### src/rtl/rv32_decode_exec_if.sv
// Decode/execute slice bus: instruction and operands in,
// decode fields, controls and EX/MEM registered bundle out.
interface rv32_decode_exec_if;
  logic [31:0] instr;
  logic [31:0] rs1_data;
  logic [31:0] rs2_data;
  logic [4:0]  rs1;
  logic [4:0]  rs2;
  logic [4:0]  rd;
  logic [6:0]  op;
  logic [2:0]  func;
  logic [6:0]  op_2;
  logic [11:0] imm;
  logic [31:0] ext_imm;
  logic        lw_en;
  logic        sw_en;
  logic        wr_en;
  logic        sub_en;
  logic        offset_en;
  logic        mux_sel;
  logic [31:0] alu_result_q;
  logic [31:0] store_data_q;
  logic [4:0]  rd_q;
  logic        wr_en_q;
  logic        lw_en_q;
  logic        sw_en_q;

  modport master (
    output instr, rs1_data, rs2_data,
    input  rs1, rs2, rd, op, func, op_2,
    input  imm, ext_imm,
    input  lw_en, sw_en, wr_en,
    input  sub_en, offset_en, mux_sel,
    input  alu_result_q, store_data_q,
    input  rd_q, wr_en_q, lw_en_q, sw_en_q
  );

  modport slave (
    input  instr, rs1_data, rs2_data,
    output rs1, rs2, rd, op, func, op_2,
    output imm, ext_imm,
    output lw_en, sw_en, wr_en,
    output sub_en, offset_en, mux_sel,
    output alu_result_q, store_data_q,
    output rd_q, wr_en_q, lw_en_q, sw_en_q
  );
endinterface

### src/rtl/rv32_decode_exec.sv
// RV32I decode, control and ALU slice.
// Only state is the EX/MEM register bundle.
module rv32_decode_exec (
  input logic               clk,
  input logic               rst,
  rv32_decode_exec_if.slave bus
);

  localparam logic [6:0] OP_R  = 7'b0110011;
  localparam logic [6:0] OP_I  = 7'b0010011;
  localparam logic [6:0] OP_LW = 7'b0000011;
  localparam logic [6:0] OP_SW = 7'b0100011;
  localparam logic [6:0] OP_B  = 7'b1100011;

  logic [31:0] ins;
  logic [6:0]  op;
  logic [2:0]  func;
  logic [6:0]  op_2;
  logic [4:0]  rd;
  logic        is_r, is_i, is_lw, is_sw, is_b;
  logic [11:0] imm;
  logic [31:0] ext_imm;
  logic        wr_raw, sub_en, mux_sel;
  logic        wr_en;
  logic [31:0] a, b;
  logic [31:0] alu_result;

  assign ins  = bus.instr;
  assign op   = ins[6:0];
  assign func = ins[14:12];
  assign op_2 = ins[31:25];
  assign rd   = ins[11:7];

  assign is_r  = (op == OP_R);
  assign is_i  = (op == OP_I);
  assign is_lw = (op == OP_LW);
  assign is_sw = (op == OP_SW);
  assign is_b  = (op == OP_B);

  // Immediate selection by instruction format
  always_comb begin
    imm = '0;
    unique case (1'b1)
      is_i, is_lw: imm = ins[31:20];
      is_sw: imm = {ins[31:25], ins[11:7]};
      is_b: imm = {ins[31], ins[7],
                   ins[30:25], ins[11:8]};
      default: ;
    endcase
  end

  assign ext_imm = {{20{imm[11]}}, imm};

  assign wr_raw  = is_r | is_i | is_lw;
  assign wr_en   = wr_raw & (rd != 5'd0);
  assign sub_en  = is_r & (func == 3'b000)
                 & op_2[5];
  assign mux_sel = is_i | is_lw | is_sw;

  assign a = bus.rs1_data;
  assign b = mux_sel ? ext_imm : bus.rs2_data;

  // ALU: arithmetic/logic for R/I, address for LW/SW
  always_comb begin
    alu_result = '0;
    unique case (1'b1)
      is_r, is_i: begin
        unique case (func)
          3'b000: alu_result = sub_en ? a - b
                                      : a + b;
          3'b001: alu_result = a << b[4:0];
          3'b010: alu_result =
            {31'd0, $signed(a) < $signed(b)};
          3'b011: alu_result = {31'd0, a < b};
          3'b100: alu_result = a ^ b;
          3'b101: alu_result = op_2[5]
            ? 32'($signed(a) >>> b[4:0])
            : a >> b[4:0];
          3'b110: alu_result = a | b;
          3'b111: alu_result = a & b;
          default: ;
        endcase
      end
      is_lw, is_sw: alu_result = a + ext_imm;
      default: ;
    endcase
  end

  assign bus.rs1       = ins[19:15];
  assign bus.rs2       = ins[24:20];
  assign bus.rd        = rd;
  assign bus.op        = op;
  assign bus.func      = func;
  assign bus.op_2      = op_2;
  assign bus.imm       = imm;
  assign bus.ext_imm   = ext_imm;
  assign bus.lw_en     = is_lw;
  assign bus.sw_en     = is_sw;
  assign bus.wr_en     = wr_en;
  assign bus.sub_en    = sub_en;
  assign bus.offset_en = is_b;
  assign bus.mux_sel   = mux_sel;

  // EX/MEM register; reset drops in-flight result
  always_ff @(posedge clk) begin
    if (rst) begin
      bus.alu_result_q <= '0;
      bus.store_data_q <= '0;
      bus.rd_q         <= '0;
      bus.wr_en_q      <= 1'b0;
      bus.lw_en_q      <= 1'b0;
      bus.sw_en_q      <= 1'b0;
    end else begin
      bus.alu_result_q <= alu_result;
      bus.store_data_q <= bus.rs2_data;
      bus.rd_q         <= rd;
      bus.wr_en_q      <= wr_en;
      bus.lw_en_q      <= is_lw;
      bus.sw_en_q      <= is_sw;
    end
  end

endmodule

### src/flat_wrapper.sv
// flat-port wrapper written by rule: the top's interface ports become plain ports
module rv32_decode_exec_flat 
  (clk, rst, bus_instr, bus_rs1_data, bus_rs2_data, bus_rs1, bus_rs2, bus_rd, bus_op, bus_func, bus_op_2, bus_imm, bus_ext_imm, bus_lw_en, bus_sw_en, bus_wr_en, bus_sub_en, bus_offset_en, bus_mux_sel, bus_alu_result_q, bus_store_data_q, bus_rd_q, bus_wr_en_q, bus_lw_en_q, bus_sw_en_q);
  rv32_decode_exec_if bus_i ();
  input logic clk;
  input logic rst;
  input wire logic [$bits(bus_i.instr)-1:0] bus_instr;
  input wire logic [$bits(bus_i.rs1_data)-1:0] bus_rs1_data;
  input wire logic [$bits(bus_i.rs2_data)-1:0] bus_rs2_data;
  output wire logic [$bits(bus_i.rs1)-1:0] bus_rs1;
  output wire logic [$bits(bus_i.rs2)-1:0] bus_rs2;
  output wire logic [$bits(bus_i.rd)-1:0] bus_rd;
  output wire logic [$bits(bus_i.op)-1:0] bus_op;
  output wire logic [$bits(bus_i.func)-1:0] bus_func;
  output wire logic [$bits(bus_i.op_2)-1:0] bus_op_2;
  output wire logic [$bits(bus_i.imm)-1:0] bus_imm;
  output wire logic [$bits(bus_i.ext_imm)-1:0] bus_ext_imm;
  output wire logic [$bits(bus_i.lw_en)-1:0] bus_lw_en;
  output wire logic [$bits(bus_i.sw_en)-1:0] bus_sw_en;
  output wire logic [$bits(bus_i.wr_en)-1:0] bus_wr_en;
  output wire logic [$bits(bus_i.sub_en)-1:0] bus_sub_en;
  output wire logic [$bits(bus_i.offset_en)-1:0] bus_offset_en;
  output wire logic [$bits(bus_i.mux_sel)-1:0] bus_mux_sel;
  output wire logic [$bits(bus_i.alu_result_q)-1:0] bus_alu_result_q;
  output wire logic [$bits(bus_i.store_data_q)-1:0] bus_store_data_q;
  output wire logic [$bits(bus_i.rd_q)-1:0] bus_rd_q;
  output wire logic [$bits(bus_i.wr_en_q)-1:0] bus_wr_en_q;
  output wire logic [$bits(bus_i.lw_en_q)-1:0] bus_lw_en_q;
  output wire logic [$bits(bus_i.sw_en_q)-1:0] bus_sw_en_q;
  assign bus_i.instr = bus_instr;
  assign bus_i.rs1_data = bus_rs1_data;
  assign bus_i.rs2_data = bus_rs2_data;
  assign bus_rs1 = bus_i.rs1;
  assign bus_rs2 = bus_i.rs2;
  assign bus_rd = bus_i.rd;
  assign bus_op = bus_i.op;
  assign bus_func = bus_i.func;
  assign bus_op_2 = bus_i.op_2;
  assign bus_imm = bus_i.imm;
  assign bus_ext_imm = bus_i.ext_imm;
  assign bus_lw_en = bus_i.lw_en;
  assign bus_sw_en = bus_i.sw_en;
  assign bus_wr_en = bus_i.wr_en;
  assign bus_sub_en = bus_i.sub_en;
  assign bus_offset_en = bus_i.offset_en;
  assign bus_mux_sel = bus_i.mux_sel;
  assign bus_alu_result_q = bus_i.alu_result_q;
  assign bus_store_data_q = bus_i.store_data_q;
  assign bus_rd_q = bus_i.rd_q;
  assign bus_wr_en_q = bus_i.wr_en_q;
  assign bus_lw_en_q = bus_i.lw_en_q;
  assign bus_sw_en_q = bus_i.sw_en_q;
  rv32_decode_exec u_core (.clk(clk), .rst(rst), .bus(bus_i));
endmodule
### config.mk
export PLATFORM = sky130hd
export DESIGN_NAME = rv32_decode_exec_flat
export DESIGN_NICKNAME = d
export VERILOG_FILES = /design/src/rtl/rv32_decode_exec_if.sv /design/src/rtl/rv32_decode_exec.sv /design/src/flat_wrapper.sv
export SDC_FILE = /design/constraint.sdc
export NUM_CORES = 1
export LEC_CHECK = 0
export ABC_AREA = 0
export CELL_PAD_IN_SITES_DETAIL_PLACEMENT = 1
export CELL_PAD_IN_SITES_GLOBAL_PLACEMENT = 1
export CORE_UTILIZATION = 42
export CTS_CLUSTER_SIZE = 25
export DETAILED_ROUTE_END_ITERATION = 8
export GPL_TIMING_DRIVEN = 0
export PLACE_DENSITY_LB_ADDON = 0.1
export RECOVER_POWER = 50
export SYNTH_ARGS = -nofsm -noshare
export SYNTH_HDL_FRONTEND = slang
export SYNTH_SLANG_ARGS = --single-unit
### constraint.sdc
create_clock -name clk -period 9.6 [get_ports clk]
set_input_delay 2.4 -clock clk [delete_from_list [all_inputs] [get_ports clk]]
set_output_delay 2.4 -clock clk [all_outputs]
set_load 0.005 [all_outputs]
# Word-level counts from Yosys, hierarchy flattened
# Index checks and enable logic that the tools add are counted.
# Widths: inputs -> output; s select.
totals:
  reg_bits: 72
  latchBits: 0
  mem_bits_rw: 0
  romBits: 0
  in_bits: 98
  output_inout_bits: 154
  word_cells: 47
  memories: 0
op_classes:
  add_sub_neg: 3
  mul: 0
  div_mod_pow: 0
  order_cmp: 2
  eq_ne: 12
  n_shift: 3
  n_mux: 6
  bitwise: 10
  n_reduce_logical: 5
op_table:
  columns: ["op", "n"]
  rows:
  - ["$pmux 32 s8", 1]
  - ["$mux 32", 3]
  - ["$add 32x32->32", 2]
  - ["$lt 32x32->1", 2]
  - ["$pmux 32 s2", 1]
  - ["$pmux 12 s3", 1]
  - ["$and 32x32->32", 1]
  - ["$or 32x32->32", 1]
  - ["$shl 32x5->32", 1]
  - ["$shr 32x5->32", 1]
  - ["$sshr 32x5->32", 1]
  - ["$sub 32x32->32", 1]
  - ["$xor 32x32->32", 1]
  - ["$eq 7x6->1 const B", 2]
  - ["$eq 3x3->1 const B", 4]
  - ["$eq 7x2->1 const B", 1]
  - ["$eq 7x5->1 const B", 1]
  - ["$eq 7x7->1 const B", 1]
  - ["$eq 3x2->1 const B", 2]
  - ["$reduce_or 2->1", 3]
  - ["$reduce_bool 5->1", 1]
  - ["$or 1x1->1", 4]
  - ["$and 1x1->1", 3]
  - ["$eq 3x1->1 const B", 1]
  - ["$logic_not 3->1", 1]

# Logic depth before layout (Yosys ltp)
depth:
  depth_word: 8
  mapped_depth: 22
  depth_no_buf: 18

# Worst setup path before layout
# OpenSTA, ideal clock, no wires.
synth_timing:
  kind: "in2reg"
  from: "input bus_instr[5]"
  to: "register u_core.bus.alu_result_q[31]"
  setup_ps: 131
  arrival_time_ps: 6630
  required_time_ps: 9469
  slack_ps: 2839
  cell_stages: 22
  path_buffers: 5
  cell_sequence: "buf_4 -> a21oi_2 -> nand2_4 -> inv_2 -> buf_6 -> o2bb2ai_1 -> inv_1 -> clkbuf_1 -> clkbuf_1 -> buf_1 -> ha_1 -> o21ai_0 -> o211ai_1 -> a221oi_1 -> nor3_1 -> o21ba_2 -> a311o_1 -> o21ai_1 -> o21ai_0 -> or3_1 -> a21oi_1 -> o21ai_1"
synth_between:
  elab_chain_cells: 8
  elab_cells_between_ends: 27
  classes_between: "add/sub (3); eq/ne (5); shift (3); mux (6); bitwise (7); reduce/logical (3)"
synth_lines:
  columns: ["element", "line", "rtl"]
  rows:
  - ["from (decl)", "flat_wrapper.sv:7", "input wire logic [$bits(bus_i.instr)-1:0] bus_instr;"]
  - ["$eq 7x5->1 or $eq 7x2->1 (tied branches)", "rv32_decode_exec.sv:35, rv32_decode_exec.sv:36", null]
  - ["$or 1x1->1", "rv32_decode_exec.sv:58", "assign mux_sel = is_i | is_lw | is_sw;"]
  - ["$or 1x1->1 *", "rv32_decode_exec.sv:58", null]
  - ["via bus_mux_sel", "flat_wrapper.sv:23", "output wire logic [$bits(bus_i.mux_sel)-1:0] bus_mux_sel;"]
  - ["$mux 32 *", "rv32_decode_exec.sv:61", "assign b = mux_sel ? ext_imm : bus.rs2_data;"]
  - ["$add 32x32->32 (tied with other cells)", "rv32_decode_exec.sv:70", ": a + b;"]
  - ["$mux 32, on equally long branches", "rv32_decode_exec.sv:69, rv32_decode_exec.sv:77", null]
  - ["$pmux 32 s8 *", "rv32_decode_exec.sv:68", "unique case (func)"]
  - ["$pmux 32 s2 *", "rv32_decode_exec.sv:66", "unique case (1'b1)"]
  - ["to (signal assigned)", "rv32_decode_exec.sv:114", "bus.alu_result_q <= alu_result;"]
  - ["to (decl)", "rv32_decode_exec_if.sv:44", "output alu_result_q, store_data_q,"]
# Mark *: on every way through the listed nets, which the timed path passes. The rest lies on a longest branch.
# A chain may end at the register's enable or synchronous reset.

# Final worst setup path
layout_timing:
  from: "input bus_instr[2]"
  to: "output bus_sub_en"
layout_between:
  elab_chain_cells: 3
layout_lines:
  columns: ["element", "line", "rtl"]
  rows:
  - ["$eq 7x6->1", "rv32_decode_exec.sv:34", "assign is_r = (op == OP_R);"]
  - ["$and 1x1->1", "rv32_decode_exec.sv:56", "assign sub_en = is_r & (func == 3'b000)"]
  - ["$and 1x1->1", "rv32_decode_exec.sv:57", "& op_2[5];"]
  - ["to (decl)", "flat_wrapper.sv:21", "output wire logic [$bits(bus_i.sub_en)-1:0] bus_sub_en;"]
# Every way passes these cells.

==> metrics.txt <==
status finished, violations left; violated checks capacitance limit, setup timing; met1 wire length 30,360 um; I/O pins 252; CTS max path bufs 2; Sequential Area 0.001441 mm2; Residual DRC 0; Post-Syn Instances 1,954; DR pass1 iterations 6; remaining antenna violation count 0; clock sink count 72; PwrDens 94.61 mW/mm2; GP Congestion 1.200; Psw 720.5 uW; Cell variety after synth 97; dpl hpwl 62,880 um; hold buffer count at CTS 0; antenna violations before repair 3; Final Hold Viols 0; Comb power frac 53.9%; CTS Buf Count 9; Avg WL per Cell 30.61 um; sequential share of the synthesized area 10.66%; Pins Over Slew Limit 0; gr usage total 47.70%; met2 wire len 33,800 um; top routing layer in use met5; crit path launch bus_instr[2]; Mapped Nets 2,176; post-synth top area share 11.29%; die area 0.03292 mm2; internal power 873.0 uW; CTS tree yes; synthesis-to-finish area growth 24.55%; Filler cells 4,091; CP arrival 7.26 ns; Max Fclk 103.5 MHz; worst setup margin -0.06298 ns; # rows 65; Worst setup SP type input port; first-pass GRT wire length 116,300 um; worst hold path class input port to register; CP Max Fanout 10; syn avg cell area 6.921 um2; Rel. slew slack 1.947%; initial core utilization 42.74%; area occupied by multi-input gates 0.01061 mm2; Lkg Pwr 7.350 nW; critical path capture point type output port; core footprint 0.03164 mm2; Max-Cap Viols 1; RSZ-0062 raised after global routing no; final instance area 0.01684 mm2; Sw Share 45.22%; peak supply drop 0.0001138 V; Synth Warn # 0; largest cells by area after synthesis ha_1, dfxtp_1, a21oi_1; Hold Path Origin bus_instr[5]; Setup Crit Path Kind input port to output port; H-tree levels 3; Seq cells post-synth 72; Async S/R FF share, synth 0%; vias per cell 6.852; final setup violation count 1; Port Buffers 244; vias in the first global route 17,960; Post-Syn Area 0.01352 mm2; post-CTS resize count 0; vias post-DR 17,940; DR WL met3 10,050 um; fin nets 2,432; Reg power frac 19.5%; area leader, netlist ha_1; EDFF count, synth 0; chip width 181.4 um; period utilization 100.7%; grt ovf 0; layout cells sized above 1 8.126%; most frequent cells in the layout a21oi_1, nor2_1, clkdlybuf4s50_1; largest net degree at the start of global routing 43; die height 181.4 um; Reg clk slew, reported paths 0.06 ns; Least-Margin Pin Slew 1.434 ns; postcts setup bufs 0; Root Driver clkbuf_16; total power 1.594 mW; Period minus WS final 9.663 ns; Clock Power Share 26.7%; Post-Route WL 80,140 um; most common cell after layout, fill and taps aside a21oi_1; 1st-iter DRT viols 2,345; ys flop type dfxtp_1; Area after DPL 0.01648 mm2; Worst EP required 7.20 ns
## power by group through the flow
| stage | sequential (mW) | combinational (mW) | clock [mW] |
|---|---|---|---|
| 2_1_floorplan | 0.318 | 0.483 | 0 |
| 3_3_place_gp | 0.317 | 0.791 | 0 |
| 3_5_place_dp | 0.317 | 0.807 | 0 |
| 4_1_cts | 0.311 | 0.814 | 0.427 |
| 5_1_grt | 0.311 | 0.887 | 0.443 |
| 6_report | 0.310 | 0.859 | 0.425 |
## registers in the layout (all words and copies together) (netlist names)
register and count:
u_core.bus.store_data_q 32, u_core.bus.lw_en_q 1, u_core.bus.sw_en_q 1, u_core.bus.alu_result_q 32, u_core.bus.rd_q 5, u_core.bus.wr_en_q 1
## cell families after synthesis
| family | share of synthesized area, % |
|---|---|
| buffers and inverters | 10.94 |
| AND/OR/NAND/NOR | 21.28 |
| flip-flops | 10.66 |
| multiplexers | 7.837 |
| AO/OA/AOI/OAI | 34.47 |
| XOR/XNOR | 3.238 |
| adder cells (fa/ha/maj) | 11.58 |
## per-layer routing
layer  global-route usage [%]  up-vias
met4                    31.39        2
met5                        0        -
li1                         -     7570
met2                    71.58     1348
met3                    16.51      405
met1                    57.58     8614
## stage by stage
| stage | hold slack [ns] | TNS, ns | setup slack (ns) | util (%) | cells |
|---|---|---|---|---|---|
| floorplan | 2.528 | 0 | 2.839 | - | 1954 |
| global placement | 2.841 | 0 | 0.3265 | 52.05 | 2600 |
| detailed placement | 2.848 | 0 | 0.4105 | 52.11 | 2601 |
| CTS | 2.442 | 0 | 0.3745 | 53.23 | 2617 |
| global route | 2.482 | 0 | 0.1327 | 53.23 | 2617 |
| finish | 2.445 | -0.06298 | -0.06298 | 53.24 | 2618 |
## critical path: stages
cell and delay (ns):
clkdlybuf4s50_1 0.45, nand4bb_4 0.31, nor2_1 0.43, nand2_1 0.34, nor2_1 0.88, nand2_1 0.60, clkinv_1 0.43, buf_1 0.76
clkdlybuf4s50_1 0.65
## path summary, 6_finish.rpt
path                                       endpoint  cells after the start
worst max-delay path                     bus_sub_en                      9
worst min-delay path  u_core.bus.sw_en_q$_SDFF_PP0_                      3
## cells in the mapped netlist (19+ instances only)
| master | number |
|---|---|
| a211oi_1 | 59 |
| a21o_1 | 53 |
| a21oi_1 | 203 |
| a311oi_1 | 19 |
| a31oi_1 | 21 |
| buf_1 | 23 |
| buf_2 | 27 |
| buf_4 | 69 |
| clkbuf_1 | 77 |
| dfxtp_1 | 72 |
| ha_1 | 122 |
| inv_1 | 104 |
| mux2i_1 | 83 |
| nand2_1 | 157 |
| nand3_1 | 45 |
| nor2_1 | 201 |
| nor2b_1 | 59 |
| nor3_1 | 54 |
| o211ai_1 | 20 |
| o21a_1 | 19 |
| o21ai_0 | 104 |
| o32ai_1 | 19 |
| xnor2_1 | 31 |
| xor2_1 | 19 |
## area by class of cell
cell class,instances,share of cell area (%)
timing repair buffer,245,14.57
sequential,72,8.558
antenna,1,0.01486
clock buffer,11,1.501
inverter,111,2.474
buffer,199,6.307
tap,402,2.986
clock inverter,5,0.6092
multi-input combinational,1572,62.98
No activity file was read; power rests on OpenSTA's default activity.
